--- config.mk ---
export PLATFORM = sky130hd
export DESIGN_NAME = e203_subsys_clint_tmr_arm
export DESIGN_NICKNAME = d
export VERILOG_FILES = /design/src/rtl/e203_clint_pkg.sv /design/src/rtl/e203_icb_single_txn.sv /design/src/rtl/e203_subsys_clint_tmr_arm.sv
export SDC_FILE = /design/constraint.sdc
export NUM_CORES = 1
export LEC_CHECK = 0
export ABC_AREA = 1
export BUFFER_PORTS_ARGS = -buffer_cell sky130_fd_sc_hd__buf_2
export CAP_MARGIN = 20
export CELL_PAD_IN_SITES_DETAIL_PLACEMENT = 0
export CELL_PAD_IN_SITES_GLOBAL_PLACEMENT = 1
export CORE_AREA = 2 2 191 193
export DETAILED_ROUTE_END_ITERATION = 6
export DIE_AREA = 0 0 193 195
export MAX_ROUTING_LAYER = met4
export PLACE_DENSITY_LB_ADDON = 0.1
export REMOVE_ABC_BUFFERS = 1
export SLEW_MARGIN = 30
export SYNTH_ARGS = -nofsm -noshare
export SYNTH_HDL_FRONTEND = slang
export SYNTH_SLANG_ARGS = --single-unit
--- constraint.sdc ---
create_clock -name clk_i -period 6.65 [get_ports clk_i]
set_input_delay 0.665 -clock clk_i [delete_from_list [all_inputs] [get_ports clk_i]]
set_output_delay 0.665 -clock clk_i [all_outputs]
set_load 0.01 [all_outputs]
--- src/rtl/e203_clint_pkg.sv ---
// CLINT register map and the timer-arm sequencer state encoding.
// The offsets are shared with the CLINT responder.
package e203_clint_pkg;

  localparam logic [31:0] CLINT_MSIP_OFS        = 32'h0000_0000;
  localparam logic [31:0] CLINT_MTIMECMP_LO_OFS = 32'h0000_4000;
  localparam logic [31:0] CLINT_MTIMECMP_HI_OFS = 32'h0000_4004;
  localparam logic [31:0] CLINT_MTIME_LO_OFS    = 32'h0000_BFF8;
  localparam logic [31:0] CLINT_MTIME_HI_OFS    = 32'h0000_BFFC;

  typedef enum logic [2:0] {
    ST_IDLE       = 3'd0,
    ST_RD_HI1     = 3'd1,
    ST_RD_LO      = 3'd2,
    ST_RD_HI2     = 3'd3,
    ST_WR_CLO_MAX = 3'd4,
    ST_WR_CHI     = 3'd5,
    ST_WR_CLO     = 3'd6,
    ST_DONE       = 3'd7
  } arm_state_e;

endpackage

--- src/rtl/e203_icb_single_txn.sv ---
// Single-outstanding ICB transaction engine. A start pulse loads the command
// payload and raises cmd_valid; after the command handshake it waits in the
// response phase. fin/err/rdata are presented combinationally on the response
// handshake so the caller can launch the next command in the same cycle.
module e203_icb_single_txn (
  input  logic        clk_i,
  input  logic        rst_i,
  input  logic        start_i,
  input  logic [31:0] addr_i,
  input  logic        read_i,
  input  logic [31:0] wdata_i,
  output logic        fin_o,
  output logic        err_o,
  output logic [31:0] rdata_o,
  output logic        icb_cmd_valid_o,
  input  logic        icb_cmd_ready_i,
  output logic [31:0] icb_cmd_addr_o,
  output logic        icb_cmd_read_o,
  output logic [31:0] icb_cmd_wdata_o,
  output logic [3:0]  icb_cmd_wmask_o,
  input  logic        icb_rsp_valid_i,
  output logic        icb_rsp_ready_o,
  input  logic        icb_rsp_err_i,
  input  logic [31:0] icb_rsp_rdata_i
);

  logic        cmd_valid_q;
  logic        rsp_phase_q;
  logic [31:0] addr_q;
  logic        read_q;
  logic [31:0] wdata_q;
  logic [3:0]  wmask_q;

  // responses outside the response phase are never accepted
  assign fin_o   = rsp_phase_q & icb_rsp_valid_i;
  assign err_o   = fin_o & icb_rsp_err_i;
  assign rdata_o = icb_rsp_rdata_i;

  assign icb_cmd_valid_o = cmd_valid_q;
  assign icb_cmd_addr_o  = addr_q;
  assign icb_cmd_read_o  = read_q;
  assign icb_cmd_wdata_o = wdata_q;
  assign icb_cmd_wmask_o = wmask_q;
  assign icb_rsp_ready_o = rsp_phase_q;

  // CMD/RSP phase tracking; payload only changes on start, so it holds while stalled
  always_ff @(posedge clk_i or posedge rst_i) begin
    if (rst_i) begin
      cmd_valid_q <= 1'b0;
      rsp_phase_q <= 1'b0;
      addr_q      <= '0;
      read_q      <= 1'b1;
      wdata_q     <= '0;
      wmask_q     <= '0;
    end else begin
      if (cmd_valid_q && icb_cmd_ready_i) begin
        cmd_valid_q <= 1'b0;
        rsp_phase_q <= 1'b1;
      end
      if (fin_o) begin
        rsp_phase_q <= 1'b0;
      end
      if (start_i) begin
        cmd_valid_q <= 1'b1;
        addr_q      <= addr_i;
        read_q      <= read_i;
        wdata_q     <= read_i ? 32'h0 : wdata_i;
        wmask_q     <= read_i ? 4'h0 : 4'hF;
      end
    end
  end

endmodule

--- src/rtl/e203_subsys_clint_tmr_arm.sv ---
// Arms the CLINT machine timer: samples 64-bit mtime consistently over the
// 32-bit ICB (hi/lo/hi with bounded re-sampling), then programs
// mtimecmp = mtime + interval with the lo=max, hi, lo write order so the
// comparator never sees a spurious early deadline.
//
// state         | meaning
// ST_IDLE       | waiting for arm request, arm_ready high
// ST_RD_HI1     | first read of mtime hi
// ST_RD_LO      | read of mtime lo
// ST_RD_HI2     | re-read of mtime hi to detect a lo carry
// ST_WR_CLO_MAX | park mtimecmp lo at all-ones
// ST_WR_CHI     | write deadline hi word
// ST_WR_CLO     | write deadline lo word
// ST_DONE       | one-cycle done pulse, done_err qualifies
module e203_subsys_clint_tmr_arm
  import e203_clint_pkg::*;
#(
  parameter logic [31:0] BASE_ADDR = 32'h0200_0000,
  parameter int          MAX_RETRY = 3
) (
  input  logic        clk_i,
  input  logic        rst_i,
  input  logic        arm_valid_i,
  output logic        arm_ready_o,
  input  logic [31:0] arm_interval_i,
  output logic        busy_o,
  output logic        done_o,
  output logic        done_err_o,
  output logic        icb_cmd_valid_o,
  input  logic        icb_cmd_ready_i,
  output logic [31:0] icb_cmd_addr_o,
  output logic        icb_cmd_read_o,
  output logic [31:0] icb_cmd_wdata_o,
  output logic [3:0]  icb_cmd_wmask_o,
  input  logic        icb_rsp_valid_i,
  output logic        icb_rsp_ready_o,
  input  logic        icb_rsp_err_i,
  input  logic [31:0] icb_rsp_rdata_i
);

  localparam int RETRY_W = 8;

  arm_state_e         state_q;
  logic [31:0]        interval_q;
  logic [31:0]        hi1_q;
  logic [31:0]        lo_q;
  logic [63:0]        sum_q;
  logic [RETRY_W-1:0] retry_q;
  logic               arm_ready_q;
  logic               busy_q;
  logic               done_q;
  logic               done_err_q;

  logic        txn_start;
  logic [31:0] txn_addr;
  logic        txn_read;
  logic [31:0] txn_wdata;
  logic        txn_fin;
  logic        txn_err;
  logic [31:0] txn_rdata;
  logic [63:0] sum_d;
  logic        hi_moved;
  logic        retry_full;

  assign sum_d      = {hi1_q, lo_q} + {32'h0, interval_q};
  assign hi_moved   = (txn_rdata != hi1_q);
  assign retry_full = (retry_q >= RETRY_W'(MAX_RETRY));

  assign arm_ready_o = arm_ready_q;
  assign busy_o      = busy_q;
  assign done_o      = done_q;
  assign done_err_o  = done_err_q;

  // next command, launched in the cycle the previous response completes
  always_comb begin
    txn_start = 1'b0;
    txn_addr  = BASE_ADDR + CLINT_MTIME_HI_OFS;
    txn_read  = 1'b1;
    txn_wdata = 32'h0;
    case (state_q)
      ST_IDLE: txn_start = arm_valid_i & arm_ready_q;
      ST_RD_HI1: begin
        txn_start = txn_fin & ~txn_err;
        txn_addr  = BASE_ADDR + CLINT_MTIME_LO_OFS;
      end
      ST_RD_LO: txn_start = txn_fin & ~txn_err;
      ST_RD_HI2: begin
        if (txn_fin && !txn_err) begin
          if (hi_moved) begin
            txn_start = ~retry_full;
            txn_addr  = BASE_ADDR + CLINT_MTIME_LO_OFS;
          end else begin
            txn_start = 1'b1;
            txn_addr  = BASE_ADDR + CLINT_MTIMECMP_LO_OFS;
            txn_read  = 1'b0;
            txn_wdata = 32'hFFFF_FFFF;
          end
        end
      end
      ST_WR_CLO_MAX: begin
        txn_start = txn_fin & ~txn_err;
        txn_addr  = BASE_ADDR + CLINT_MTIMECMP_HI_OFS;
        txn_read  = 1'b0;
        txn_wdata = sum_q[63:32];
      end
      ST_WR_CHI: begin
        txn_start = txn_fin & ~txn_err;
        txn_addr  = BASE_ADDR + CLINT_MTIMECMP_LO_OFS;
        txn_read  = 1'b0;
        txn_wdata = sum_q[31:0];
      end
      default: ;
    endcase
  end

  // sequencer: sampling, retry bookkeeping, deadline capture and status outputs
  always_ff @(posedge clk_i or posedge rst_i) begin
    if (rst_i) begin
      state_q     <= ST_IDLE;
      interval_q  <= '0;
      hi1_q       <= '0;
      lo_q        <= '0;
      sum_q       <= '0;
      retry_q     <= '0;
      arm_ready_q <= 1'b1;
      busy_q      <= 1'b0;
      done_q      <= 1'b0;
      done_err_q  <= 1'b0;
    end else begin
      done_q     <= 1'b0;
      done_err_q <= 1'b0;
      case (state_q)
        ST_IDLE: begin
          if (arm_valid_i && arm_ready_q) begin
            interval_q  <= arm_interval_i;
            retry_q     <= '0;
            arm_ready_q <= 1'b0;
            busy_q      <= 1'b1;
            state_q     <= ST_RD_HI1;
          end
        end
        ST_DONE: begin
          busy_q      <= 1'b0;
          arm_ready_q <= 1'b1;
          state_q     <= ST_IDLE;
        end
        default: begin
          if (txn_fin) begin
            if (txn_err) begin
              // a bus error abandons the sequence; mtimecmp stays as far as written
              state_q    <= ST_DONE;
              done_q     <= 1'b1;
              done_err_q <= 1'b1;
            end else begin
              case (state_q)
                ST_RD_HI1: begin
                  hi1_q   <= txn_rdata;
                  state_q <= ST_RD_LO;
                end
                ST_RD_LO: begin
                  lo_q    <= txn_rdata;
                  state_q <= ST_RD_HI2;
                end
                ST_RD_HI2: begin
                  if (hi_moved) begin
                    if (retry_full) begin
                      state_q    <= ST_DONE;
                      done_q     <= 1'b1;
                      done_err_q <= 1'b1;
                    end else begin
                      hi1_q   <= txn_rdata;
                      retry_q <= retry_q + RETRY_W'(1);
                      state_q <= ST_RD_LO;
                    end
                  end else begin
                    sum_q   <= sum_d;
                    state_q <= ST_WR_CLO_MAX;
                  end
                end
                ST_WR_CLO_MAX: state_q <= ST_WR_CHI;
                ST_WR_CHI:     state_q <= ST_WR_CLO;
                ST_WR_CLO: begin
                  state_q <= ST_DONE;
                  done_q  <= 1'b1;
                end
                default: state_q <= ST_IDLE;
              endcase
            end
          end
        end
      endcase
    end
  end

  e203_icb_single_txn u_txn (
    .clk_i           (clk_i),
    .rst_i           (rst_i),
    .start_i         (txn_start),
    .addr_i          (txn_addr),
    .read_i          (txn_read),
    .wdata_i         (txn_wdata),
    .fin_o           (txn_fin),
    .err_o           (txn_err),
    .rdata_o         (txn_rdata),
    .icb_cmd_valid_o (icb_cmd_valid_o),
    .icb_cmd_ready_i (icb_cmd_ready_i),
    .icb_cmd_addr_o  (icb_cmd_addr_o),
    .icb_cmd_read_o  (icb_cmd_read_o),
    .icb_cmd_wdata_o (icb_cmd_wdata_o),
    .icb_cmd_wmask_o (icb_cmd_wmask_o),
    .icb_rsp_valid_i (icb_rsp_valid_i),
    .icb_rsp_ready_o (icb_rsp_ready_o),
    .icb_rsp_err_i   (icb_rsp_err_i),
    .icb_rsp_rdata_i (icb_rsp_rdata_i)
  );

endmodule
==> flow_metrics.env <==
export IMPL_fillers=3799
export IMPL_synth_avg_cell_area_um2=7.10
export IMPL_async_flop_share_pct=100
export IMPL_slew_viol_final=0
export IMPL_dieArea_um2=37600
export IMPL_cts_sinks=215
export IMPL_grt_max_degree=97
export IMPL_fin_setup_tns_ps=0
export IMPL_critPathLaunchType="flop"
export IMPL_cts_resized_gates=0
export IMPL_wl_um=45600
export IMPL_critical_path_class="flop to flop"
export IMPL_endpoint_kind="flop"
export IMPL_finish_utilization_pct=43.4
export IMPL_path_clk_slew_ps=60
export IMPL_hp_class="input pin to asynchronous set/reset pin"
export IMPL_yosys_area_top_type_share_pct=38.8
export IMPL_vias_per_cell=4.96
export IMPL_crit_fanout=48
export IMPL_crit_arrival_ps=3460
export IMPL_cpLargestDelayFamily="simple AND/OR/NAND/NOR gates"
export IMPL_rr_worst_depth=8
export IMPL_postCtsSetupBuffers=0
export IMPL_ys_warn_count=0
export IMPL_timing_fmax_ghz=0.328
export IMPL_place_congestion=0.943
export IMPL_dp_hpwl_um=35700
export IMPL_power_density_nw_per_um2=406
export IMPL_p_leak_nw=8.46
export IMPL_fin_skew_ps=37.0
export IMPL_cts_tree="yes"
export IMPL_antennaDiodeCount=0
export IMPL_worstSkewPairLatency_ps=560
export IMPL_clock_path_buffers=3
export IMPL_clockRootBuffer="clkbuf_16"
export IMPL_max_stage_delay_ps=630
export IMPL_finalCritPeriodShare_pct=45.8
export IMPL_final_hold_viol_count=0
export IMPL_yosysUniqueCellTypes=43
export IMPL_core_area_um2=35400
export IMPL_drt_initial_drc_count=787
export IMPL_synth_edff_count=0
export IMPL_synth_most_common_cell="nand2_1"
export IMPL_die_h_um=195
export IMPL_antenna_found_initial=0
export IMPL_numCtsBuffers=27
export IMPL_cts_hold_buf=0
export IMPL_status="complete, no violations"
export IMPL_drcViolationCount=0
export IMPL_syn_cell_area_um2=13700
export IMPL_cp_num_buf_inv=3
export IMPL_r2r_slack_ps=3600
export IMPL_nNetsFinal=2119
export IMPL_ant_nets=0
export IMPL_grt_pass1_vias=12000
export IMPL_crit_chain="nor2_2 > nand2_1 > inv_1 > nand3_4 > buf_4 > buf_4 > nand3_4 > or2_2"
export IMPL_placed_cell_area_um2=14400
export IMPL_initial_core_util_pct=38.8
export IMPL_setup_viol=0
export IMPL_grt_usage_pct=25.3
export IMPL_gr_total_overflow=0
export IMPL_netlist_instances=1937
export IMPL_worst_slew_pin_slew_ps=866
export IMPL_area_growth_pct=11.8
export IMPL_relSlewSlack_pct=42.3
export IMPL_timing_rr_end="u_txn.icb_cmd_addr_o[25]$_DFFE_PP0P_"
export IMPL_rsz0062_at_grt="no"
export IMPL_cts_htree_levels=1
export IMPL_num_rows=69
export IMPL_critPathRequiredTime_ps=7060
export IMPL_synth_seq_cells=215
export IMPL_regArea_um2=5380
export IMPL_synthTopCellsByCount="nand2_1, inv_1, dfrtp_1"
export IMPL_io_pins=145
export IMPL_num_vias=12400
export IMPL_max_cap_violations=0
export IMPL_finalCriticalPeriod_ps=3050
export IMPL_yosysTopAreaCell="dfrtp_1"
export IMPL_critPathSlowestCell="dfrtp_1"
export IMPL_r2r_start="state_q[1]$_DFFE_PP0P_"
export IMPL_wire_per_inst_um=18.3
export IMPL_layout_drive_gt1_share_pct=12.4
export IMPL_first_pass_iters=6
export IMPL_multi_input_area_um2=6830
export IMPL_die_w_um=193
export IMPL_ir_drop_mv=0.237
export IMPL_stdcell_area_um2=15400
export IMPL_ys_flop_type="dfrtp_1"
export IMPL_synthTopCellsByArea="dfrtp_1, nand2_1, inv_1"
export IMPL_grt_pass1_wl_um=70600
export IMPL_portBuffers=127
export IMPL_ys_seq_area_share_pct=39.2
-- how the worst max path moves through the flow --
stage,startpoint,endpoint,cells after the start
global route,state_q[1]$_DFFE_PP0P_,u_txn.icb_cmd_addr_o[25]$_DFFE_PP0P_,8
global placement,icb_rsp_rdata_i[15],u_txn.icb_cmd_addr_o[15]$_DFFE_PP0P_,12
detailed placement,icb_rsp_rdata_i[15],u_txn.icb_cmd_addr_o[15]$_DFFE_PP0P_,12
CTS,state_q[1]$_DFFE_PP0P_,u_txn.icb_cmd_addr_o[25]$_DFFE_PP0P_,8
floorplan,rst_i,busy_o$_DFFE_PP0P_,1
finish,state_q[1]$_DFFE_PP0P_,u_txn.icb_cmd_addr_o[25]$_DFFE_PP0P_,8
-- cells in the final DEF (no fill, tap or decap), types with 27 or more instances in the layout --
cell type | Yosys | final
nand2_1 | 711 | 711
inv_1 | 230 | 229
dfrtp_1 | 213 | 212
nand3_1 | 167 | 165
buf_2 | 26 | 127
nor2_1 | 117 | 116
o21ai_0 | 76 | 76
nand4_1 | 54 | 54
a21oi_1 | 45 | 45
ha_1 | 33 | 33
xnor2_1 | 31 | 31
o21ai_1 | 27 | 27
clkbuf_16 | 0 | 27
-- per-stage QoR --
stage                     hold slack (ps)  worst slack [ps]  std cells  total power [mW]
after floorplan                       437               109       1849              3.56
after global placement                446              3580       2446              4.70
after detailed placement              454              3550       2446              4.70
after CTS                             244              3570       2496              6.28
after global routing                  255              3340       2497              6.68
final                                 223              3600       2497              6.24
-- cell families after synthesis --
kind of cell             after synthesis  synth area share (%)
buffers and inverters                343                  11.9
AO/OA/AOI/OAI                        195                  8.52
adder cells (fa/ha/maj)               34                  3.15
other                                  1                0.0273
XOR/XNOR                              48                  3.06
AND/OR/NAND/NOR                     1101                  34.2
flip-flops                           215                  39.2
-- state kept, by name (all words and copies together) (netlist names), 3 cells and up --
name	cells
sum_q	64
u_txn.icb_cmd_addr_o	4
state_q	3
retry_q	8
interval_q	32
hi1_q	32
lo_q	32
u_txn.icb_cmd_wdata_o	32
-- routing by layer --
metal / track usage (%) / vias to the layer above / wire (um)
met5: - / - / 0
met4: 5.33 / 0 / 926
met3: 3.61 / 60 / 2450
met2: 37.7 / 306 / 20100
met1: 36.5 / 5758 / 22100
li1: - / 6265 / -
-- report_power, final --
group | internal [mW] | total [mW] | switching, mW | leakage, nW
logic | 0.823 | 2.58 | 1.76 | 5.20
registers | 1.66 | 2.11 | 0.449 | 2.79
clock network | 0.976 | 1.55 | 0.578 | 0.471
total | 3.46 | 6.24 | 2.79 | 8.46
-- cell type report --
cell class              instances  share of cell area, %
inverters                     239                   5.89
clock inverters                10                   1.00
repair buffers                137                   4.71
flip-flops and latches        215                   35.0
clock buffers                  40                   5.17
well taps                     461                   3.75
multi-input cells            1395                   44.4
(Power assumes the default switching activity.)
